--- src/rtl/decode_pkg.sv ---
// rtl/decode_pkg.sv - MIPS32 decode constants, ALU codes and control patterns
// Purpose: shared opcode/funct encodings, alu_* codes, control_signal bit
// indices and per-class control patterns used by decode_ctrl and decode_stage.
package decode_pkg;

    // Primary opcodes
    localparam logic [5:0] OP_SPECIAL = 6'h00;
    localparam logic [5:0] OP_J       = 6'h02;
    localparam logic [5:0] OP_JAL     = 6'h03;
    localparam logic [5:0] OP_BEQ     = 6'h04;
    localparam logic [5:0] OP_BNE     = 6'h05;
    localparam logic [5:0] OP_ADDI    = 6'h08;
    localparam logic [5:0] OP_ADDIU   = 6'h09;
    localparam logic [5:0] OP_SLTI    = 6'h0A;
    localparam logic [5:0] OP_SLTIU   = 6'h0B;
    localparam logic [5:0] OP_ANDI    = 6'h0C;
    localparam logic [5:0] OP_ORI     = 6'h0D;
    localparam logic [5:0] OP_XORI    = 6'h0E;
    localparam logic [5:0] OP_LUI     = 6'h0F;
    localparam logic [5:0] OP_LW      = 6'h23;
    localparam logic [5:0] OP_SW      = 6'h2B;

    // SPECIAL funct codes
    localparam logic [5:0] FN_SLL  = 6'h00;
    localparam logic [5:0] FN_SRL  = 6'h02;
    localparam logic [5:0] FN_SRA  = 6'h03;
    localparam logic [5:0] FN_SLLV = 6'h04;
    localparam logic [5:0] FN_SRLV = 6'h06;
    localparam logic [5:0] FN_SRAV = 6'h07;
    localparam logic [5:0] FN_JR   = 6'h08;
    localparam logic [5:0] FN_ADD  = 6'h20;
    localparam logic [5:0] FN_ADDU = 6'h21;
    localparam logic [5:0] FN_SUB  = 6'h22;
    localparam logic [5:0] FN_SUBU = 6'h23;
    localparam logic [5:0] FN_AND  = 6'h24;
    localparam logic [5:0] FN_OR   = 6'h25;
    localparam logic [5:0] FN_XOR  = 6'h26;
    localparam logic [5:0] FN_NOR  = 6'h27;
    localparam logic [5:0] FN_SLT  = 6'h2A;
    localparam logic [5:0] FN_SLTU = 6'h2B;

    // ALU operation codes; alu_NOP doubles as the illegal-instruction code
    localparam logic [4:0] alu_NOP  = 5'd0;
    localparam logic [4:0] alu_ADD  = 5'd1;
    localparam logic [4:0] alu_ADDU = 5'd2;
    localparam logic [4:0] alu_SUB  = 5'd3;
    localparam logic [4:0] alu_SUBU = 5'd4;
    localparam logic [4:0] alu_AND  = 5'd5;
    localparam logic [4:0] alu_OR   = 5'd6;
    localparam logic [4:0] alu_XOR  = 5'd7;
    localparam logic [4:0] alu_NOR  = 5'd8;
    localparam logic [4:0] alu_SLT  = 5'd9;
    localparam logic [4:0] alu_SLTU = 5'd10;
    localparam logic [4:0] alu_SLL  = 5'd11;
    localparam logic [4:0] alu_SRL  = 5'd12;
    localparam logic [4:0] alu_SRA  = 5'd13;
    localparam logic [4:0] alu_LUI  = 5'd14;  // pass src_data2 through
    localparam logic [4:0] alu_BEQ  = 5'd15;  // taken when operands equal
    localparam logic [4:0] alu_BNE  = 5'd16;  // taken when operands differ

    // control_signal bit indices
    localparam int CTRL_WR_SEL = 0;
    localparam int CTRL_SRC2   = 1;
    localparam int CTRL_MEM_RD = 4;
    localparam int CTRL_NPC_LO = 6;

    // Control patterns: {npc[1:0], mem_wr, mem_rd, wb_en, wb_src, src2, wr_sel}
    localparam logic [7:0] ctrl_Rtype    = 8'h0F;
    localparam logic [7:0] ctrl_Itype    = 8'h0C;
    localparam logic [7:0] ctrl_Load     = 8'h18;
    localparam logic [7:0] ctrl_Store    = 8'h20;
    localparam logic [7:0] ctrl_Branch   = 8'hC2;
    localparam logic [7:0] ctrl_Jump     = 8'h80;
    localparam logic [7:0] ctrl_JumpLink = 8'h8C;
    localparam logic [7:0] ctrl_JumpReg  = 8'h40;

    typedef enum logic [1:0] {IMM_SIGN, IMM_ZERO, IMM_UPPER} imm_kind_e;

    localparam logic [1:0] NPC_JREG   = 2'b01;
    localparam logic [1:0] NPC_JIMM   = 2'b10;
    localparam logic [1:0] NPC_BRANCH = 2'b11;

endpackage

--- src/rtl/decode_ctrl.sv ---
// rtl/decode_ctrl.sv - combinational opcode/funct to control decoder
// Purpose: maps opcode/funct to alu_op, control pattern, immediate kind,
// register-usage flags and the illegal flag.
// Ports: opcode, funct in; alu_op, ctrl, imm_kind, uses_rs, uses_rt,
// shamt_src, link, illegal out.
module decode_ctrl
    import decode_pkg::*;
(
    input  logic [5:0] opcode,
    input  logic [5:0] funct,
    output logic [4:0] alu_op,
    output logic [7:0] ctrl,
    output imm_kind_e  imm_kind,
    output logic       uses_rs,
    output logic       uses_rt,
    output logic       shamt_src,
    output logic       link,
    output logic       illegal
);

    always_comb begin
        alu_op    = alu_NOP;
        ctrl      = 8'h00;
        imm_kind  = IMM_SIGN;
        uses_rs   = 1'b0;
        uses_rt   = 1'b0;
        shamt_src = 1'b0;
        link      = 1'b0;
        illegal   = 1'b0;
        case (opcode)
            OP_SPECIAL: begin
                ctrl    = ctrl_Rtype;
                uses_rs = 1'b1;
                uses_rt = 1'b1;
                case (funct)
                    // Constant shifts take shamt instead of rs
                    FN_SLL:  begin alu_op = alu_SLL; shamt_src = 1'b1; uses_rs = 1'b0; end
                    FN_SRL:  begin alu_op = alu_SRL; shamt_src = 1'b1; uses_rs = 1'b0; end
                    FN_SRA:  begin alu_op = alu_SRA; shamt_src = 1'b1; uses_rs = 1'b0; end
                    FN_SLLV: alu_op = alu_SLL;
                    FN_SRLV: alu_op = alu_SRL;
                    FN_SRAV: alu_op = alu_SRA;
                    FN_JR:   begin ctrl = ctrl_JumpReg; uses_rt = 1'b0; end
                    FN_ADD:  alu_op = alu_ADD;
                    FN_ADDU: alu_op = alu_ADDU;
                    FN_SUB:  alu_op = alu_SUB;
                    FN_SUBU: alu_op = alu_SUBU;
                    FN_AND:  alu_op = alu_AND;
                    FN_OR:   alu_op = alu_OR;
                    FN_XOR:  alu_op = alu_XOR;
                    FN_NOR:  alu_op = alu_NOR;
                    FN_SLT:  alu_op = alu_SLT;
                    FN_SLTU: alu_op = alu_SLTU;
                    default: begin
                        ctrl    = 8'h00;
                        uses_rs = 1'b0;
                        uses_rt = 1'b0;
                        illegal = 1'b1;
                    end
                endcase
            end
            OP_ADDI:  begin alu_op = alu_ADD;  ctrl = ctrl_Itype; uses_rs = 1'b1; end
            OP_ADDIU: begin alu_op = alu_ADDU; ctrl = ctrl_Itype; uses_rs = 1'b1; end
            OP_SLTI:  begin alu_op = alu_SLT;  ctrl = ctrl_Itype; uses_rs = 1'b1; end
            OP_SLTIU: begin alu_op = alu_SLTU; ctrl = ctrl_Itype; uses_rs = 1'b1; end
            OP_ANDI:  begin alu_op = alu_AND; ctrl = ctrl_Itype; uses_rs = 1'b1; imm_kind = IMM_ZERO; end
            OP_ORI:   begin alu_op = alu_OR;  ctrl = ctrl_Itype; uses_rs = 1'b1; imm_kind = IMM_ZERO; end
            OP_XORI:  begin alu_op = alu_XOR; ctrl = ctrl_Itype; uses_rs = 1'b1; imm_kind = IMM_ZERO; end
            OP_LUI:   begin alu_op = alu_LUI; ctrl = ctrl_Itype; imm_kind = IMM_UPPER; end
            OP_LW:    begin alu_op = alu_ADD; ctrl = ctrl_Load;  uses_rs = 1'b1; end
            OP_SW:    begin alu_op = alu_ADD; ctrl = ctrl_Store; uses_rs = 1'b1; uses_rt = 1'b1; end
            OP_BEQ:   begin alu_op = alu_BEQ; ctrl = ctrl_Branch; uses_rs = 1'b1; uses_rt = 1'b1; end
            OP_BNE:   begin alu_op = alu_BNE; ctrl = ctrl_Branch; uses_rs = 1'b1; uses_rt = 1'b1; end
            OP_J:     ctrl = ctrl_Jump;
            OP_JAL:   begin ctrl = ctrl_JumpLink; link = 1'b1; end
            default:  illegal = 1'b1;
        endcase
    end

endmodule

--- src/rtl/decode_stage.sv ---
// rtl/decode_stage.sv - MIPS32 decode stage with ID/EX register and handshake
// Purpose: decodes one instruction per cycle, muxes operands, computes the
// branch/jump target, detects load-use hazards and holds the result in the
// ID/EX register.
// Ports: in_valid/in_ready/pc_i/inst from IF/ID; rs_addr/rt_addr/rs_data/
// rt_data to the register file; ex_mem_read/ex_wr_addr from EX; flush;
// out_valid/out_ready and the registered decode outputs to EX.
module decode_stage
    import decode_pkg::*;
#(
    parameter int DATA_W     = 32,
    parameter int REG_ADDR_W = 5,
    parameter int ALU_OP_W   = 5,
    parameter int CTRL_W     = 8
) (
    input  logic                  clk,
    input  logic                  rst,
    input  logic                  in_valid,
    output logic                  in_ready,
    input  logic [DATA_W-1:0]     pc_i,
    input  logic [31:0]           inst,
    output logic [REG_ADDR_W-1:0] rs_addr,
    output logic [REG_ADDR_W-1:0] rt_addr,
    input  logic [DATA_W-1:0]     rs_data,
    input  logic [DATA_W-1:0]     rt_data,
    input  logic                  ex_mem_read,
    input  logic [REG_ADDR_W-1:0] ex_wr_addr,
    input  logic                  flush,
    output logic                  out_valid,
    input  logic                  out_ready,
    output logic [ALU_OP_W-1:0]   alu_op,
    output logic [DATA_W-1:0]     src_data1,
    output logic [DATA_W-1:0]     src_data2,
    output logic [REG_ADDR_W-1:0] write_reg_addr,
    output logic [CTRL_W-1:0]     control_signal,
    output logic [DATA_W-1:0]     mem_write_data,
    output logic [DATA_W-1:0]     branch_target,
    output logic [DATA_W-1:0]     pc_o,
    output logic                  illegal
);

    logic [4:0] dec_alu_op;
    logic [7:0] dec_ctrl;
    imm_kind_e  dec_imm_kind;
    logic       dec_uses_rs, dec_uses_rt, dec_shamt, dec_link, dec_illegal;

    decode_ctrl u_decode_ctrl (
        .opcode    (inst[31:26]),
        .funct     (inst[5:0]),
        .alu_op    (dec_alu_op),
        .ctrl      (dec_ctrl),
        .imm_kind  (dec_imm_kind),
        .uses_rs   (dec_uses_rs),
        .uses_rt   (dec_uses_rt),
        .shamt_src (dec_shamt),
        .link      (dec_link),
        .illegal   (dec_illegal)
    );

    logic [REG_ADDR_W-1:0] rs_field, rt_field, rd_field, dest;
    assign rs_field = REG_ADDR_W'(inst[25:21]);
    assign rt_field = REG_ADDR_W'(inst[20:16]);
    assign rd_field = REG_ADDR_W'(inst[15:11]);
    assign rs_addr  = rst ? '0 : rs_field;
    assign rt_addr  = rst ? '0 : rt_field;

    logic [DATA_W-1:0] sext_imm, imm_ext, pc_plus4, target, src1, src2;
    assign sext_imm = DATA_W'($signed(inst[15:0]));
    assign pc_plus4 = pc_i + DATA_W'(4);

    always_comb begin
        case (dec_imm_kind)
            IMM_ZERO:  imm_ext = DATA_W'(inst[15:0]);
            IMM_UPPER: imm_ext = DATA_W'({inst[15:0], 16'h0000});
            default:   imm_ext = sext_imm;
        endcase
    end

    always_comb begin
        case (dec_ctrl[CTRL_NPC_LO +: 2])
            NPC_BRANCH: target = pc_plus4 + (sext_imm << 2);
            NPC_JIMM:   target = {pc_plus4[DATA_W-1:28], inst[25:0], 2'b00};
            NPC_JREG:   target = rs_data;
            default:    target = '0;
        endcase
    end

    assign src1 = dec_shamt ? DATA_W'(inst[10:6]) : rs_data;
    assign src2 = dec_ctrl[CTRL_SRC2] ? rt_data : imm_ext;
    assign dest = dec_link ? REG_ADDR_W'(31)
                : (dec_ctrl[CTRL_WR_SEL] ? rd_field : rt_field);

    // ID/EX register
    logic                  out_valid_q, out_valid_d;
    logic [ALU_OP_W-1:0]   alu_op_q, alu_op_d;
    logic [DATA_W-1:0]     src_data1_q, src_data1_d, src_data2_q, src_data2_d;
    logic [REG_ADDR_W-1:0] write_reg_addr_q, write_reg_addr_d;
    logic [CTRL_W-1:0]     control_signal_q, control_signal_d;
    logic [DATA_W-1:0]     mem_write_data_q, mem_write_data_d;
    logic [DATA_W-1:0]     branch_target_q, branch_target_d, pc_o_q, pc_o_d;
    logic                  illegal_q, illegal_d;

    // A load still sitting in our own output register has not reached EX,
    // so it is checked alongside the load that EX reports.
    logic held_load, rs_hz, rt_hz, hz, load;
    assign held_load = out_valid_q && control_signal_q[CTRL_MEM_RD];
    assign rs_hz = dec_uses_rs && (rs_field != '0)
                && ((ex_mem_read && (rs_field == ex_wr_addr))
                 || (held_load && (rs_field == write_reg_addr_q)));
    assign rt_hz = dec_uses_rt && (rt_field != '0)
                && ((ex_mem_read && (rt_field == ex_wr_addr))
                 || (held_load && (rt_field == write_reg_addr_q)));
    assign hz = rs_hz || rt_hz;

    // flush does not gate in_ready: the dropped instruction is still consumed
    assign in_ready = !hz && (!out_valid_q || out_ready);
    assign load     = in_valid && in_ready && !flush;

    always_comb begin
        out_valid_d      = out_valid_q;
        alu_op_d         = alu_op_q;
        src_data1_d      = src_data1_q;
        src_data2_d      = src_data2_q;
        write_reg_addr_d = write_reg_addr_q;
        control_signal_d = control_signal_q;
        mem_write_data_d = mem_write_data_q;
        branch_target_d  = branch_target_q;
        pc_o_d           = pc_o_q;
        illegal_d        = illegal_q;
        if (flush) begin
            out_valid_d = 1'b0;
        end else if (load) begin
            out_valid_d      = 1'b1;
            alu_op_d         = ALU_OP_W'(dec_alu_op);
            src_data1_d      = src1;
            src_data2_d      = src2;
            write_reg_addr_d = dest;
            control_signal_d = CTRL_W'(dec_ctrl);
            mem_write_data_d = rt_data;
            branch_target_d  = target;
            pc_o_d           = pc_i;
            illegal_d        = dec_illegal;
        end else if (out_ready) begin
            out_valid_d = 1'b0;
        end
    end

    always_ff @(posedge clk) begin
        if (rst) begin
            out_valid_q      <= 1'b0;
            alu_op_q         <= '0;
            src_data1_q      <= '0;
            src_data2_q      <= '0;
            write_reg_addr_q <= '0;
            control_signal_q <= '0;
            mem_write_data_q <= '0;
            branch_target_q  <= '0;
            pc_o_q           <= '0;
            illegal_q        <= 1'b0;
        end else begin
            out_valid_q      <= out_valid_d;
            alu_op_q         <= alu_op_d;
            src_data1_q      <= src_data1_d;
            src_data2_q      <= src_data2_d;
            write_reg_addr_q <= write_reg_addr_d;
            control_signal_q <= control_signal_d;
            mem_write_data_q <= mem_write_data_d;
            branch_target_q  <= branch_target_d;
            pc_o_q           <= pc_o_d;
            illegal_q        <= illegal_d;
        end
    end

    assign out_valid      = out_valid_q;
    assign alu_op         = alu_op_q;
    assign src_data1      = src_data1_q;
    assign src_data2      = src_data2_q;
    assign write_reg_addr = write_reg_addr_q;
    assign control_signal = control_signal_q;
    assign mem_write_data = mem_write_data_q;
    assign branch_target  = branch_target_q;
    assign pc_o           = pc_o_q;
    assign illegal        = illegal_q;

endmodule

--- config.mk ---
export PLATFORM = sky130hd
export DESIGN_NAME = decode_stage
export DESIGN_NICKNAME = d
export VERILOG_FILES = /design/src/rtl/decode_pkg.sv /design/src/rtl/decode_ctrl.sv /design/src/rtl/decode_stage.sv
export SDC_FILE = /design/constraint.sdc
export NUM_CORES = 1
export LEC_CHECK = 0
export ABC_AREA = 1
export CORE_MARGIN = 4
export CORE_UTILIZATION = 45
export DETAILED_ROUTE_END_ITERATION = 16
export PLACE_DENSITY = 0.76
export SYNTH_ARGS = -nofsm -noshare
export SYNTH_HDL_FRONTEND = slang
export SYNTH_SLANG_ARGS = --single-unit
--- constraint.sdc ---
create_clock -name clk -period 6.5 [get_ports clk]
set_input_delay 0.975 -clock clk [delete_from_list [all_inputs] [get_ports clk]]
set_output_delay 0.975 -clock clk [all_outputs]
set_load 0.005 [all_outputs]
==> results.txt <==
The routability congestion estimate from global placement is 0.986. Before CTS, the worst setup slack after placement is 1670 ps. The clock period minus worst slack is 4570 ps. After routing, the total negative slack on setup checks comes to 0 ps. The number of failing setup endpoints in the final timing report is 0. The total power divided by cell area came out at 198 mW/mm^2.

The share of total power dissipated in combinational logic is 0.240. The final net count came out at 2313. The count of endpoints failing hold in the final timing report came out at 0.

The leading register cell type out of synthesis is dfxtp_1. The mapped cell area is 0.0114 mm^2. The synthesis-to-finish area growth is 35.3%.

The number of vias per cell after detailed routing is 5.37. Of the total power, the share spent switching nets is 0.327. The worst setup path is launched from an input port. The largest fanout of any net on the critical path came out at 6. The overall power came out at 0.00305 W. The worst hold margin is 467 ps.

The relative slew slack came out at 0.290. The worst voltage drop across the vdd grid came out at 0.138 mV. The internal reg-to-reg setup slack came out at 3620 ps. Internal power comes to 0.00205 W. Measured along the y axis, the die boundary spans 167 um.

The number of nets with antenna violations after detailed routing is 0. The post-route fraction of the period consumed by the critical path came out at 0.703. In this run the post-CTS setup repair buffer count came out at 0.

The detailed placer's ending HPWL came out at 34.5 mm. The share of total power dissipated in the clock network is 0.367. The worst setup path is captured at an output pin. The pin count of the biggest net entering global routing came out at 213. The net count after synthesis came out at 2039.

The count of buffers from port buffering is 329. The detailed router's first-iteration violation count is 1158. The share of flip-flops with an asynchronous set or reset is 0. The setup clock skew after layout is 26.7 ps. The top cell types in the final layout, fill and taps aside, are nand2_1 (548), nor2_1 (337), clkdlybuf4s50_1 (328), dfxtp_1 (180), o21ai_0 (162). Setup repair after global routing left no endpoint under its margin. The area of the core is 0.0246 mm^2. The number of library cell types mapped by synthesis is 46. The hold-fix buffer count after cts came out at 0. The floorplan step set the die width to 167 um.

The CTS sink count is 180. The cell count after synthesis came out at 1862. In the post-route analysis, the smallest setup slack over all paths is 1930 ps. Timing would allow up to 219 MHz. The most critical setup path has its endpoint at in_ready. After filler insertion, the fill cell instance count of the layout stands at 2402.

The type of the tightest min-delay check is reg -> reg. The number of global-route vias before repair is 12.3k. The global-route congestion overflow total is 0. The number of vias after detailed routing came out at 13.3k. The critical path starts at inst[5]. 0 antenna diodes ended up in the layout.

The final routed DRC violation total came out at 0. The number of synthesis warnings is 0. The worst register-to-register path has a depth of 10. The routed length per instance is 18.3 um. Once the clock tree was built, the resizer swapped 0 gates to a different size. The first detailed-routing pass took 5 iterations.

The run finished with clean final reports. The total die area came out at 0.0280 mm^2. The actual slew at the worst max-slew pin is 1070 ps. The startpoint identified for the worst register-to-register timing path is write_reg_addr[4]$_SDFFE_PP0P_. The max-capacitance violation count is 0. The insertion delay to the later sink of the worst-skew pair came out at 460 ps. Wires add up to 45.1 mm.

The total track usage is 0.305. The fraction of final layout cells with drive strength greater than 1 is 0.0340. The analysis attributes to cell leakage a power of 6.72 nW.

The share of the Yosys chip area taken by registers is 0.316. The initial utilization of the core area, before any placement, comes to 0.463. The average cell area after synthesis came out at 6.12 um^2. The critical path is of the in -> out type. The count of pins over their slew limit came out at 0.

The number of enable flip-flop cells after synthesis is 0. The total net switching power is 0.000997 W. The number of clock buffers added by TritonCTS is 17. The data arrival time of the critical path is 3590 ps. For this design the top-level I/O count stands at 330. The initial antenna violation count is 0. At the worst endpoint, the required time is 5520 ps. The clock transition at the register clock pins on the worst setup and hold paths after CTS is 70 ps.

The endpoint identified for the worst register-to-register timing path is mem_write_data[13]$_SDFFE_PP0P_. The clock tree synthesis step divided the H-tree into 4 levels. The first global-routing pass estimated 68.8 mm of wire. The root cell of the clock tree is clkbuf_16. Row generation in the floorplan step produced 57 rows. The most common library cell in the layout ignoring fill and taps is nand2_1.

TritonCTS built the clock tree. The clock passes through at most 2 buffers. The share of power burned in registers is 0.392. The number of register bits inferred by synthesis is 180.
## per-stage QoR
step / instance area, um^2 / util / instances
floorplan: 11400 / - / 1862
global placement: 14800 / 0.601 / 2441
finish: 15400 / 0.627 / 2473
global route: 15400 / 0.627 / 2473
detailed placement: 14800 / 0.601 / 2441
CTS: 15400 / 0.627 / 2473
## cell usage after synthesis (3+ instances only)
master,n,area share
nand4_1,19,0.010
a22oi_1,25,0.016
o21bai_1,4,0.0026
o31ai_1,15,0.0099
a21oi_1,101,0.044
clkbuf_2,5,0.0022
a31oi_1,3,0.0016
buf_6,6,0.0059
nand3_1,74,0.032
clkbuf_1,42,0.014
dfxtp_1,180,0.32
nand3b_1,3,0.0020
o22ai_1,3,0.0016
xnor2_1,15,0.012
buf_1,5,0.0016
nor3_1,25,0.011
ha_1,37,0.041
inv_1,158,0.052
nor2_4,3,0.0030
nand2_1,548,0.18
xor2_1,14,0.011
nor2_1,337,0.11
o21ai_0,162,0.071
and2_1,3,0.0016
o211ai_1,10,0.0066
a21o_1,3,0.0020
buf_2,14,0.0061
buf_4,15,0.0099
or2_2,10,0.0055
inv_2,3,0.00099
## power by group through the flow
stage | combinational (W) | sequential [W] | clock, W
after floorplan | 0.000363 | 0.00122 | 0
after global placement | 0.000719 | 0.00122 | 0
after detailed placement | 0.000723 | 0.00122 | 0
after CTS | 0.000727 | 0.00120 | 0.00113
after global routing | 0.000802 | 0.00120 | 0.00117
final | 0.000732 | 0.00120 | 0.00112
## final cells by class
class / count / area, um^2 / share of cell area
clock inverter: 15 / 208 / 0.0135
sequential: 180 / 3600 / 0.234
timing repair buffer: 342 / 3410 / 0.221
clock buffer: 17 / 425 / 0.0276
tap: 324 / 405 / 0.0263
inverter: 161 / 606 / 0.0393
multi-input combinational: 1434 / 6770 / 0.439
## critical path, stage by stage
cell and delay (ps):
clkdlybuf4s50_1 620, nor2_1 520, nand2_1 160, nor2_1 220, nor2_1 70, nand3_1 90
nand2_1 50, nand2_1 90, nand2_1 140, nand2_1 100, nor2_1 40, clkdlybuf4s50_1 500
## per-layer routing
layer  part of all wire  GRT usage  routed length [um]
met1               0.41      0.391               18700
met2               0.49      0.544               22300
met3              0.072     0.0443                3230
met4              0.021     0.0702                 957
met5                  0          0                   0
## kinds of logic after synthesis
kind of cell               after synthesis  share of synthesized area
and+or+nand+nor                       1030                      0.362
AOI/OAI and AO/OA                      337                      0.165
buffers and inverters                  248                     0.0926
DFF                                    180                      0.316
adders and majority gates               38                     0.0424
xor gates and xnor gates                29                     0.0223
## state kept, by name, summed over array words and instances (netlist names)
| signal | flops |
|---|---|
| mem_write_data | 32 |
| pc_o | 32 |
| branch_target | 32 |
| control_signal | 8 |
| src_data2 | 32 |
| alu_op | 5 |
| write_reg_addr | 5 |
| src_data1 | 32 |
| out_valid | 1 |
| illegal | 1 |
## worst min path at each step
stage / startpoint / endpoint / slack, ps / depth (start not counted)
3_5_place_dp: src_data2[14]$_SDFFE_PP0P_ / src_data2[14]$_SDFFE_PP0P_ / 450 / 2
4_1_cts: src_data2[14]$_SDFFE_PP0P_ / src_data2[14]$_SDFFE_PP0P_ / 470 / 2
2_1_floorplan: branch_target[27]$_SDFFE_PP0P_ / branch_target[27]$_SDFFE_PP0P_ / 460 / 2
3_3_place_gp: src_data1[1]$_SDFFE_PP0P_ / src_data1[1]$_SDFFE_PP0P_ / 450 / 2
6_report: branch_target[31]$_SDFFE_PP0P_ / branch_target[31]$_SDFFE_PP0P_ / 470 / 2
5_1_grt: branch_target[4]$_SDFFE_PP0P_ / branch_target[4]$_SDFFE_PP0P_ / 480 / 2
Power figures use the tool's default switching activity.
